[config.mk]
export PLATFORM = sky130hd
export DESIGN_NAME = adc_scan_ctrl
export DESIGN_NICKNAME = d
export VERILOG_FILES = /design/src/rtl/adc_scan_ctrl.sv
export SDC_FILE = /design/constraint.sdc
export NUM_CORES = 1
export LEC_CHECK = 0
export CAP_MARGIN = 30
export CORE_ASPECT_RATIO = 1.4
export CORE_MARGIN = 3
export CORE_UTILIZATION = 44
export DETAILED_ROUTE_END_ITERATION = 8
export PLACE_DENSITY_LB_ADDON = 0.08
export SKIP_CTS_REPAIR_TIMING = 1
export SLEW_MARGIN = 30
export SYNTH_ARGS = -nofsm -noshare
export SYNTH_HDL_FRONTEND = slang
export SYNTH_SLANG_ARGS = --single-unit
[constraint.sdc]
create_clock -name clk -period 3.8 [get_ports clk]
set_clock_uncertainty 0.2 [all_clocks]
set_input_delay 0.95 -clock clk [delete_from_list [all_inputs] [get_ports clk]]
set_output_delay 0.95 -clock clk [all_outputs]
set_load 0.05 [all_outputs]
[src/rtl/adc_scan_ctrl.sv]
`default_nettype none
// ============================================================================
// Module   : adc_scan_ctrl
// Brief    : Round-robin scan controller for an ALE/START/EOC/OE style ADC.
//            Optional EOC watchdog compiled in with `define ADC_TIMEOUT_EN.
// Revision : 1.0 - initial release
// ============================================================================
module adc_scan_ctrl #(
    parameter int CH_NUM = 8,
    parameter int ADDR_W = 3,
    parameter int DATA_W = 8,
    parameter int TO_W   = 8
) (
    input  logic              clk,
    input  logic              reset,
    input  logic              run,
    input  logic [CH_NUM-1:0] ch_en,
    input  logic              eoc,
    input  logic [DATA_W-1:0] adc_d,
    output logic              ale,
    output logic              start,
    output logic              oe,
    output logic [ADDR_W-1:0] addr,
    output logic [DATA_W-1:0] dout,
    output logic [ADDR_W-1:0] dout_ch,
    output logic              dout_vld,
    output logic              busy,
    output logic              timeout_err
);

    localparam int                C_IDX_W     = (CH_NUM > 1) ? $clog2(CH_NUM) : 1;
    localparam logic [ADDR_W-1:0] C_LAST_INIT = ADDR_W'(CH_NUM - 1);

    typedef enum logic [2:0] {
        IDLE    = 3'd0,
        SEL     = 3'd1,
        STRT    = 3'd2,
        WAIT_LO = 3'd3,
        WAIT_HI = 3'd4,
        READ    = 3'd5,
        CAP     = 3'd6
    } state_t;

    state_t            state_q, state_d;
    logic [ADDR_W-1:0] addr_q, addr_d;
    logic [ADDR_W-1:0] last_q, last_d;
    logic [ADDR_W-1:0] dout_ch_q, dout_ch_d;
    logic [DATA_W-1:0] dout_q, dout_d;
    logic              dout_vld_q, dout_vld_d;
    logic [ADDR_W-1:0] next_ch;
    logic              timeout_hit;

    // Walk downward so the last hit is the nearest enabled channel after last_q.
    always_comb begin
        int idx;
        next_ch = last_q;
        for (int k = CH_NUM; k >= 1; k--) begin
            idx = (int'(last_q) + k) % CH_NUM;
            if (ch_en[C_IDX_W'(idx)]) begin
                next_ch = ADDR_W'(idx);
            end
        end
    end

`ifdef ADC_TIMEOUT_EN
    logic [TO_W-1:0] to_cnt_q, to_cnt_d;
    logic            timeout_err_q, timeout_err_d;

    always_comb begin
        to_cnt_d    = to_cnt_q;
        timeout_hit = 1'b0;
        if (state_q == STRT) begin
            to_cnt_d = '0;
        end else if ((state_q == WAIT_LO) || (state_q == WAIT_HI)) begin
            to_cnt_d = to_cnt_q + 1'b1;
            if (to_cnt_d == '1) begin
                timeout_hit = 1'b1;
            end
        end
        timeout_err_d = timeout_hit;
    end

    always_ff @(posedge clk or posedge reset) begin
        if (reset) begin
            to_cnt_q      <= '0;
            timeout_err_q <= 1'b0;
        end else begin
            to_cnt_q      <= to_cnt_d;
            timeout_err_q <= timeout_err_d;
        end
    end

    assign timeout_err = timeout_err_q;
`else
    assign timeout_hit = 1'b0;
    assign timeout_err = 1'b0;
`endif

    always_comb begin
        state_d    = state_q;
        addr_d     = addr_q;
        last_d     = last_q;
        dout_d     = dout_q;
        dout_ch_d  = dout_ch_q;
        dout_vld_d = 1'b0;
        case (state_q)
            IDLE: begin
                if (run && (|ch_en)) begin
                    state_d = SEL;
                    addr_d  = next_ch;
                end
            end
            SEL:     state_d = STRT;
            STRT:    state_d = WAIT_LO;
            WAIT_LO: if (!eoc) state_d = WAIT_HI;
            WAIT_HI: if (eoc)  state_d = READ;
            READ:    state_d = CAP;
            CAP: begin
                state_d    = IDLE;
                dout_d     = adc_d;
                dout_ch_d  = addr_q;
                dout_vld_d = 1'b1;
                last_d     = addr_q;
            end
            default: state_d = IDLE;
        endcase
        // Watchdog abandons the conversion but still advances the scan pointer.
        if (timeout_hit) begin
            state_d = IDLE;
            last_d  = addr_q;
        end
    end

    always_ff @(posedge clk or posedge reset) begin
        if (reset) begin
            state_q    <= IDLE;
            addr_q     <= '0;
            last_q     <= C_LAST_INIT;
            dout_q     <= '0;
            dout_ch_q  <= '0;
            dout_vld_q <= 1'b0;
        end else begin
            state_q    <= state_d;
            addr_q     <= addr_d;
            last_q     <= last_d;
            dout_q     <= dout_d;
            dout_ch_q  <= dout_ch_d;
            dout_vld_q <= dout_vld_d;
        end
    end

    assign ale      = (state_q == SEL);
    assign start    = (state_q == STRT);
    assign oe       = (state_q == READ) || (state_q == CAP);
    assign busy     = (state_q != IDLE);
    assign addr     = addr_q;
    assign dout     = dout_q;
    assign dout_ch  = dout_ch_q;
    assign dout_vld = dout_vld_q;

endmodule
`default_nettype wire

# After elaboration in Yosys (flattened, before gate mapping)
# Cells that the tools add are included.
dict set report totals {
  regBits 21
  word_cells 75
}
dict set report op_classes {
  add_sub_neg 8
  magnitude_cmp 8
  eq_ne 9
  mux 37
  n_reduce_logical 7
}
# op count
set op_table {}
lappend op_table {{$lt A3 B5 Y1 const B} 8}
lappend op_table {{$mux W3} 11}
lappend op_table {{$bmux W1 S3} 8}
lappend op_table {{$pmux W3 S6} 1}
lappend op_table {{$mux W1} 17}
lappend op_table {{$add A3 B3 Y3 const B} 4}
lappend op_table {{$eq A3 B3 Y1 const B} 3}
lappend op_table {{$reduce_or A8 Y1} 1}
lappend op_table {{$add A3 B1 Y3 const B} 2}
lappend op_table {{$add A3 B2 Y3 const B} 2}
lappend op_table {{$eq A3 B2 Y1 const B} 2}
lappend op_table {{$ne A2 B2 Y1 const B} 3}
lappend op_table {{$eq A3 B1 Y1 const B} 1}
lappend op_table {{$logic_not A3 Y1} 1}
lappend op_table {{$reduce_and A3 Y1} 1}
lappend op_table {{$reduce_bool A3 Y1} 1}
lappend op_table {{$reduce_and A2 Y1} 1}
lappend op_table {{$logic_and A1 B1 Y1} 1}
lappend op_table {{$logic_or A1 B1 Y1} 1}

# Longest topological paths before layout
# Gate-level depths: netlist of the first run.
dict set report depth {
  depth_word 12
  ltp_mapped 10
  mapped_depth_nobuf 7
}

# Worst setup path before layout of the first run
# Ideal clock, no wire load.
dict set report synth_path {
  path_type {flip-flop to flip-flop}
  start {register last_q[1]}
  end {register addr_q[0], in the netlist addr[0]}
  setup_time_ps 131
  arrival_time_ps 3318
  required_ps 3469
  path_slack_ps 151
  stages_incl_launch_ff 11
  path_buffers 3
  cell_sequence {dfstp_2 > clkbuf_1 > buf_1 > inv_1 > ha_1 > clkbuf_1 > mux4_2 > mux2_4 > a311o_1 > and4_4 > or3_1}
}
dict set report synth_via {
  elab_chain_len 12
}
# item line_no
set synth_lines {}
lappend synth_lines {{start, declared} 46} ;# logic [ADDR_W-1:0] last_q, last_d;
lappend synth_lines {{start signal, assigned} 145} ;# last_q <= last_d;
lappend synth_lines {{$add A3 B1 Y3} 58} ;# idx = (int'(last_q) + k) % CH_NUM;
lappend synth_lines {{$bmux W1 S3} 59} ;# if (ch_en[C_IDX_W'(idx)]) begin
lappend synth_lines {{$mux W1 (implied by the code) (2 in series)} 59}
lappend synth_lines {{$mux W3 (7 in series)} 59}
lappend synth_lines {{$mux W3 (*)} 59}
lappend synth_lines {{end signal, assigned} 144} ;# addr_q <= addr_d;
lappend synth_lines {{end, declared} 45} ;# logic [ADDR_W-1:0] addr_q, addr_d;
# Every way passes the cells marked *; elsewhere a longest branch is shown, timed or not. The select of a mux whose other input is x is not followed.
# A chain may end at the register's enable or synchronous reset.

# Worst setup path after layout of the first run
dict set report layout_path {
  start {input port ch_en[0]}
  end {register addr_q[0], in the netlist addr[0]}
}
dict set report layout_via {
  elab_chain_len 11
}
# item line_no
set layout_lines {}
lappend layout_lines {{start, declared} 17} ;# input logic [CH_NUM-1:0] ch_en,
lappend layout_lines {{$bmux W1 S3} 59}
lappend layout_lines {{$mux W1 (implied by the code) (2 in series)} 59}
lappend layout_lines {{$mux W3 (8 in series)} 59}
# Several ways; a longest one is shown, not always the timed one. The select of a mux whose other input is x is not followed.

==> results of run 1 <==
## metal layers
metal	share of wire	track usage	up-vias	wire (um)
met5	0	0	-	0
met4	0.048	0.121	0	186
met3	0.047	0.0185	14	182
met2	0.53	0.330	45	2050
met1	0.38	0.209	672	1470
li1	-	-	696	-
## area by class of cell
cell class	instances	area, sq um	share of cell area
inverter	9	33.8	0.0168
timing repair buffer	40	395	0.196
clock buffer	4	45.0	0.0224
sequential	21	529	0.263
tap	40	50.0	0.0249
multi-input combinational	133	960	0.477
## kinds of logic after synthesis
group / Yosys count / synth area share
adders and majority gates: 2 / 0.0159
muxes: 22 / 0.222
AOI/OAI and AO/OA: 32 / 0.143
DFF: 21 / 0.337
other: 1 / 0.00239
buffers and inverters: 18 / 0.0518
xor gates and xnor gates: 3 / 0.0167
and+or+nand+nor: 73 / 0.212
## sequential cells by signal, summed over array words and instances, names as in the netlist
signal,cells
addr,3
dout,8
dout_ch,3
dout_vld,1
last_q,3
state_q,3
## synth_stat cells, drive strengths merged, types with 4 or more instances
master  instances
mux2i           7
nand2b          4
nand2          42
a211oi          4
nand3           6
a21oi           6
buf             5
mux4            9
inv             9
o21ai           7
nor2            7
dfrtp          18
mux2            6
clkbuf          4
## metrics by stage
| stage | util | instances |
|---|---|---|
| global placement | 0.577 | 243 |
| CTS | 0.590 | 247 |
| global route | 0.590 | 247 |
| detailed placement | 0.577 | 243 |
| floorplan | - | 172 |
| finish | 0.590 | 247 |
## placed cells by master (no fill, tap or decap), drive strengths merged, types with 6 or more instances in the layout
master,netlist,routed
a21oi,6,6
clkdlybuf4s50,0,38
dfrtp,18,18
inv,9,9
mux2,6,6
mux2i,7,7
mux4,9,9
nand2,42,42
nand3,6,6
nor2,7,7
o21ai,7,7
## report_power, final
| group | internal (mW) | switching (mW) |
|---|---|---|
| Combinational | 0.555 | 0.856 |
| Sequential | 0.334 | 0.0847 |
| Clock | 0.0746 | 0.0693 |
## final timing paths
check | to | slack [ns] | cells after the start
min in group asynchronous | state_q[2]$_DFFE_PP0P_ | 0.93 | 2
hold / removal | dout[5]$_DFFE_PP0P_ | 0.28 | 2
hold reg to reg | dout[5]$_DFFE_PP0P_ | 0.28 | 2
max in group asynchronous | addr[2]$_DFFE_PP0P_ | 1.98 | 2
setup / recovery | addr[0]$_DFFE_PP0P_ | 0.51 | 6
setup reg to reg | addr[0]$_DFFE_PP0P_ | 0.68 | 7
## critical path: stages
cell and delay [ns]:
clkdlybuf4s50_1 0.51, mux4_2 0.57, mux2_4 0.31, a311o_1 0.38, and4_4 0.18, or3_1 0.33
==> results.yml, run 1 <==
job:
  drv_cap: 0
global_routing:
  grt_pass1_vias: 1437
  grt_pass1_wl_um: 6530
  grt_max_degree: 22
  antenna_found_initial: 0
  overflow: 0
  grt_usage: 0.188
floorplanning:
  start_util: 0.461
  ioPinCount: 40
  core_sq_um: 3410
  die-area_sq_um: 4330
  die_height_um: 76.7
  row_count: 25
  die_w_um: 56.5
yosys:
  syn_nets: 194
  ys_seq_area_frac: 0.337
  netlist_instances: 172
  synth_area_leaders: "dfrtp_1 29%, mux4_2 11%, nand2_1 10%"
  ys.flop_type: "dfrtp_1"
  synth.avg_cell_area_sq_um: 9.13
  syn_area_sq_um: 1570
  synth-edff-count: 0
  netlist.area_leader.share: 0.287
  async_reset_ff_frac: 1.00
  synth_warnings: 0
  synth_cell_types: 51
  yosysTopAreaCell: "dfrtp_1"
  ys_ff_latch: 21
layout:
  fin_area_sq_um: 2010
  fin_nets: 230
  final_layout_size_suffix_gt1_frac: 0.116
  fillers: 306
  area_growth_pct: 28.2
  antenna_cells: 0
power_and_ir_drop:
  power.density_nw_per_um2: 980
  cellLeakagePower_nw: 0.843
  power_mw: 1.97
  ir_worst_vdd_v: 0.000594
detailed_routing:
  via_per_inst: 5.78
  drc_errors: 0
  drtAntennaViolNets: 0
  dr.pass1.iters: 4
  wl_per_cell_um: 15.8
  totalWireLength_um: 3890
  via_count: 1427
  drt_iter0_markers: 61
placement:
  hpwlAfterDp_um: 3050
  gp_congestion: 0.958
  place_area_sq_um: 1970
  io_buffer_count: 38
  dp_slack_ns: 0.250
sta:
  worst_pin_slew_ns: 0.774
  setup_viol: 0
  rsz0062_at_grt: "false"
  maxSlewViolCount: 0
  final.setup.worst_slack_ns: 0.506
  fin_crit_sh: 0.867
  whs_ns: 0.285
  period_minus_slack_ns: 3.29
  max_freq_mhz: 304
  slew_headroom: 0.483
  finalSetupTns_ns: 0
  hold_viol_final: 0
cts:
  numCtsBuffers: 3
  clk_latency_ns: 0.26
  clk_pin_slew_ns: 0.07
  htree_num_levels: 1
  cts_sinks: 21
  clockBufferDepth: 2
  tritoncts: "yes"
  root_buffer: "clkbuf_8"
run_status:
  status: "completed"
worst_setup_path:
  rr_startpoint: "last_q[1]$_DFFE_PP1P_"
  end_kind: "flip-flop"
  worstPathArrival_ns: 3.23
  crit_start: "ch_en[0]"
  worstPathRequired_ns: 3.74
  worstSetupPathType: "in -> reg"
  start_kind: "primary input"
  cp_max_fo: 7
min_path:
  min_path_type: "reg -> reg"
  hold_start: "dout[5]$_DFFE_PP0P_"
(Power assumes the default switching activity.)
==> run 2, diff against run 1 <==
- SETUP_SLACK_MARGIN: not set -> 0.2
==> run 2 against run 1 <==
Effect of this change: hold slack got worse by 0.011 ns; critical path depth did not move; first-iteration DRC count fell by 26%; via count rose by 1.3%; core utilization did not move; sequential power barely moved; final area did not move; die area did not move; non-clock buffer count did not move; clock power fell by 5%; sequential cell count did not move; final cell count did not move.
==> results.yml, run 2 (synthesized netlist as in run 1, its figures left out) <==
worst_setup_path:
  cp_cell_sequence: "clkdlybuf4s50_1, mux4_2, mux2_2, a311o_1, and4_4, or3_1"
  end_kind: "flip-flop"
  worstPathArrival_ns: 3.21
  cp_max_fo: 7
  critPathTopFamily: "multiplexers"
  worstPathRequired_ns: 3.73
  path_buf_inv: 1
  worstSetupPathType: "in -> reg"
  slowest_stage: "mux4_2"
  slowest_delay_ns: 0.55
  ff2ff_path_depth: 7
  cp.depth: 6
  start_kind: "primary input"
floorplanning:
  row_count: 25
  die-area_sq_um: 4330
  core_sq_um: 3410
  die_w_um: 56.5
  ioPinCount: 40
  start_util: 0.461
  die_height_um: 76.7
layout:
  fin_nets: 230
  largest_reg_flops: 8
  utilization: 0.590
  final_cell_mix: "42 x nand2_1, 38 x clkdlybuf4s50_1, 18 x dfrtp_1"
  antenna_cells: 0
  area_growth_pct: 28.2
  final_layout_size_suffix_gt1_frac: 0.116
  final_cells: 247
  final_common_cell: "nand2_1"
power_and_ir_drop:
  power.density_nw_per_um2: 976
  p_comb_frac: 0.717
  cellLeakagePower_nw: 0.843
  ir_worst_vdd_v: 0.000609
  power.switching_mw: 1.00
  seqPwrFrac: 0.214
  power_mw: 1.96
  clkPwrFrac: 0.070
  sw_frac_of_total: 0.509
  internal_power_mw: 0.964
placement:
  hpwlAfterDp_um: 3020
  place_inst: 243
  io_buffer_count: 38
  gp_congestion: 0.945
cts:
  numCtsBuffers: 3
  cts_sinks: 21
  clk_pin_slew_ns: 0.07
  clk_latency_ns: 0.25
  htree_num_levels: 1
  tritoncts: "yes"
  root_buffer: "clkbuf_8"
  clockBufferDepth: 2
sta:
  period_minus_slack_ns: 3.28
  rsz0062_at_grt: "false"
  finalSetupTns_ns: 0
  max_freq_mhz: 305
  hold_viol_final: 0
  worst_pin_slew_ns: 0.783
  slew_headroom: 0.477
  setup_viol: 0
  fin_crit_sh: 0.864
  maxSlewViolCount: 0
job:
  drv_cap: 0
run_status:
  status: "completed"
detailed_routing:
  wl_per_cell_um: 15.3
  drc_errors: 0
  drt_iter0_markers: 45
  dr.pass1.iters: 4
  via_per_inst: 5.85
  drtAntennaViolNets: 0
  via_count: 1445
  totalWireLength_um: 3790
min_path:
  min_path_type: "reg -> reg"
  holdPathStages: 2
global_routing:
  grt_usage: 0.188
  overflow: 0
  grt_max_degree: 22
  grt_pass1_vias: 1423
  grt_pass1_wl_um: 6650
  antenna_found_initial: 0
run 2: cell counts in the layout (fill, tap and decap cells not counted):
No cell type changed its count.
run 2: through the flow:
| step | hold WS [ns] | cell area [sq um] | setup slack [ns] |
|---|---|---|---|
| after floorplan | 0.317 | 1570 | 0.289 |
| after global placement | 0.256 | 1970 | 0.311 |
| after detailed placement | 0.261 | 1970 | 0.266 |
| after CTS | 0.279 | 2010 | 0.527 |
| after global routing | 0.305 | 2010 | 0.464 |
| final | 0.274 | 2010 | 0.518 |
run 2: power groups by stage:
stage | registers (mW) | logic, mW | clock network (mW)
CTS | 0.419 | 1.40 | 0.144
global placement | 0.415 | 1.38 | 0
detailed placement | 0.423 | 1.40 | 0
floorplan | 0.653 | 0.800 | 0
global route | 0.438 | 1.51 | 0.153
finish | 0.420 | 1.41 | 0.137
run 2: path summary, 6_finish.rpt:
| path | startpoint | to | slack, ns |
|---|---|---|---|
| max in group asynchronous | reset | dout[3]$_DFFE_PP0P_ | 1.96 |
| hold reg to reg | dout[6]$_DFFE_PP0P_ | dout[6]$_DFFE_PP0P_ | 0.27 |
| setup / recovery | ch_en[1] | addr[0]$_DFFE_PP0P_ | 0.52 |
| min in group asynchronous | reset | state_q[2]$_DFFE_PP0P_ | 0.95 |
| setup reg to reg | last_q[1]$_DFFE_PP1P_ | addr[0]$_DFFE_PP0P_ | 0.71 |
| hold / removal | dout[6]$_DFFE_PP0P_ | dout[6]$_DFFE_PP0P_ | 0.27 |
run 2: area by class of cell:
cell class | instances | area, sq um
clock buffers | 4 | 45.0
flip-flops and latches | 21 | 529
multi-input cells | 133 | 960
fillers | 323 | 1400
well taps | 40 | 50.0
inverters | 9 | 33.8
repair buffers | 40 | 395
run 2: worst register-to-register path, cell delays in order (launching register included):
cell	delay (ns)
dfstp_2	0.53
inv_1	0.10
ha_1	0.53
mux4_2	0.41
mux2_2	0.34
a311o_1	0.36
and4_4	0.18
or3_1	0.33
run 2: routing by layer:
layer  GRT usage  vias to the layer above  part of all wire  wire [um]
met5           0                        -                 0          0
met4      0.0855                        0             0.030        115
met3      0.0219                       10             0.046        175
met2       0.337                       57              0.54       2040
met1       0.219                      686              0.38       1460
li1            -                      692                 -          -
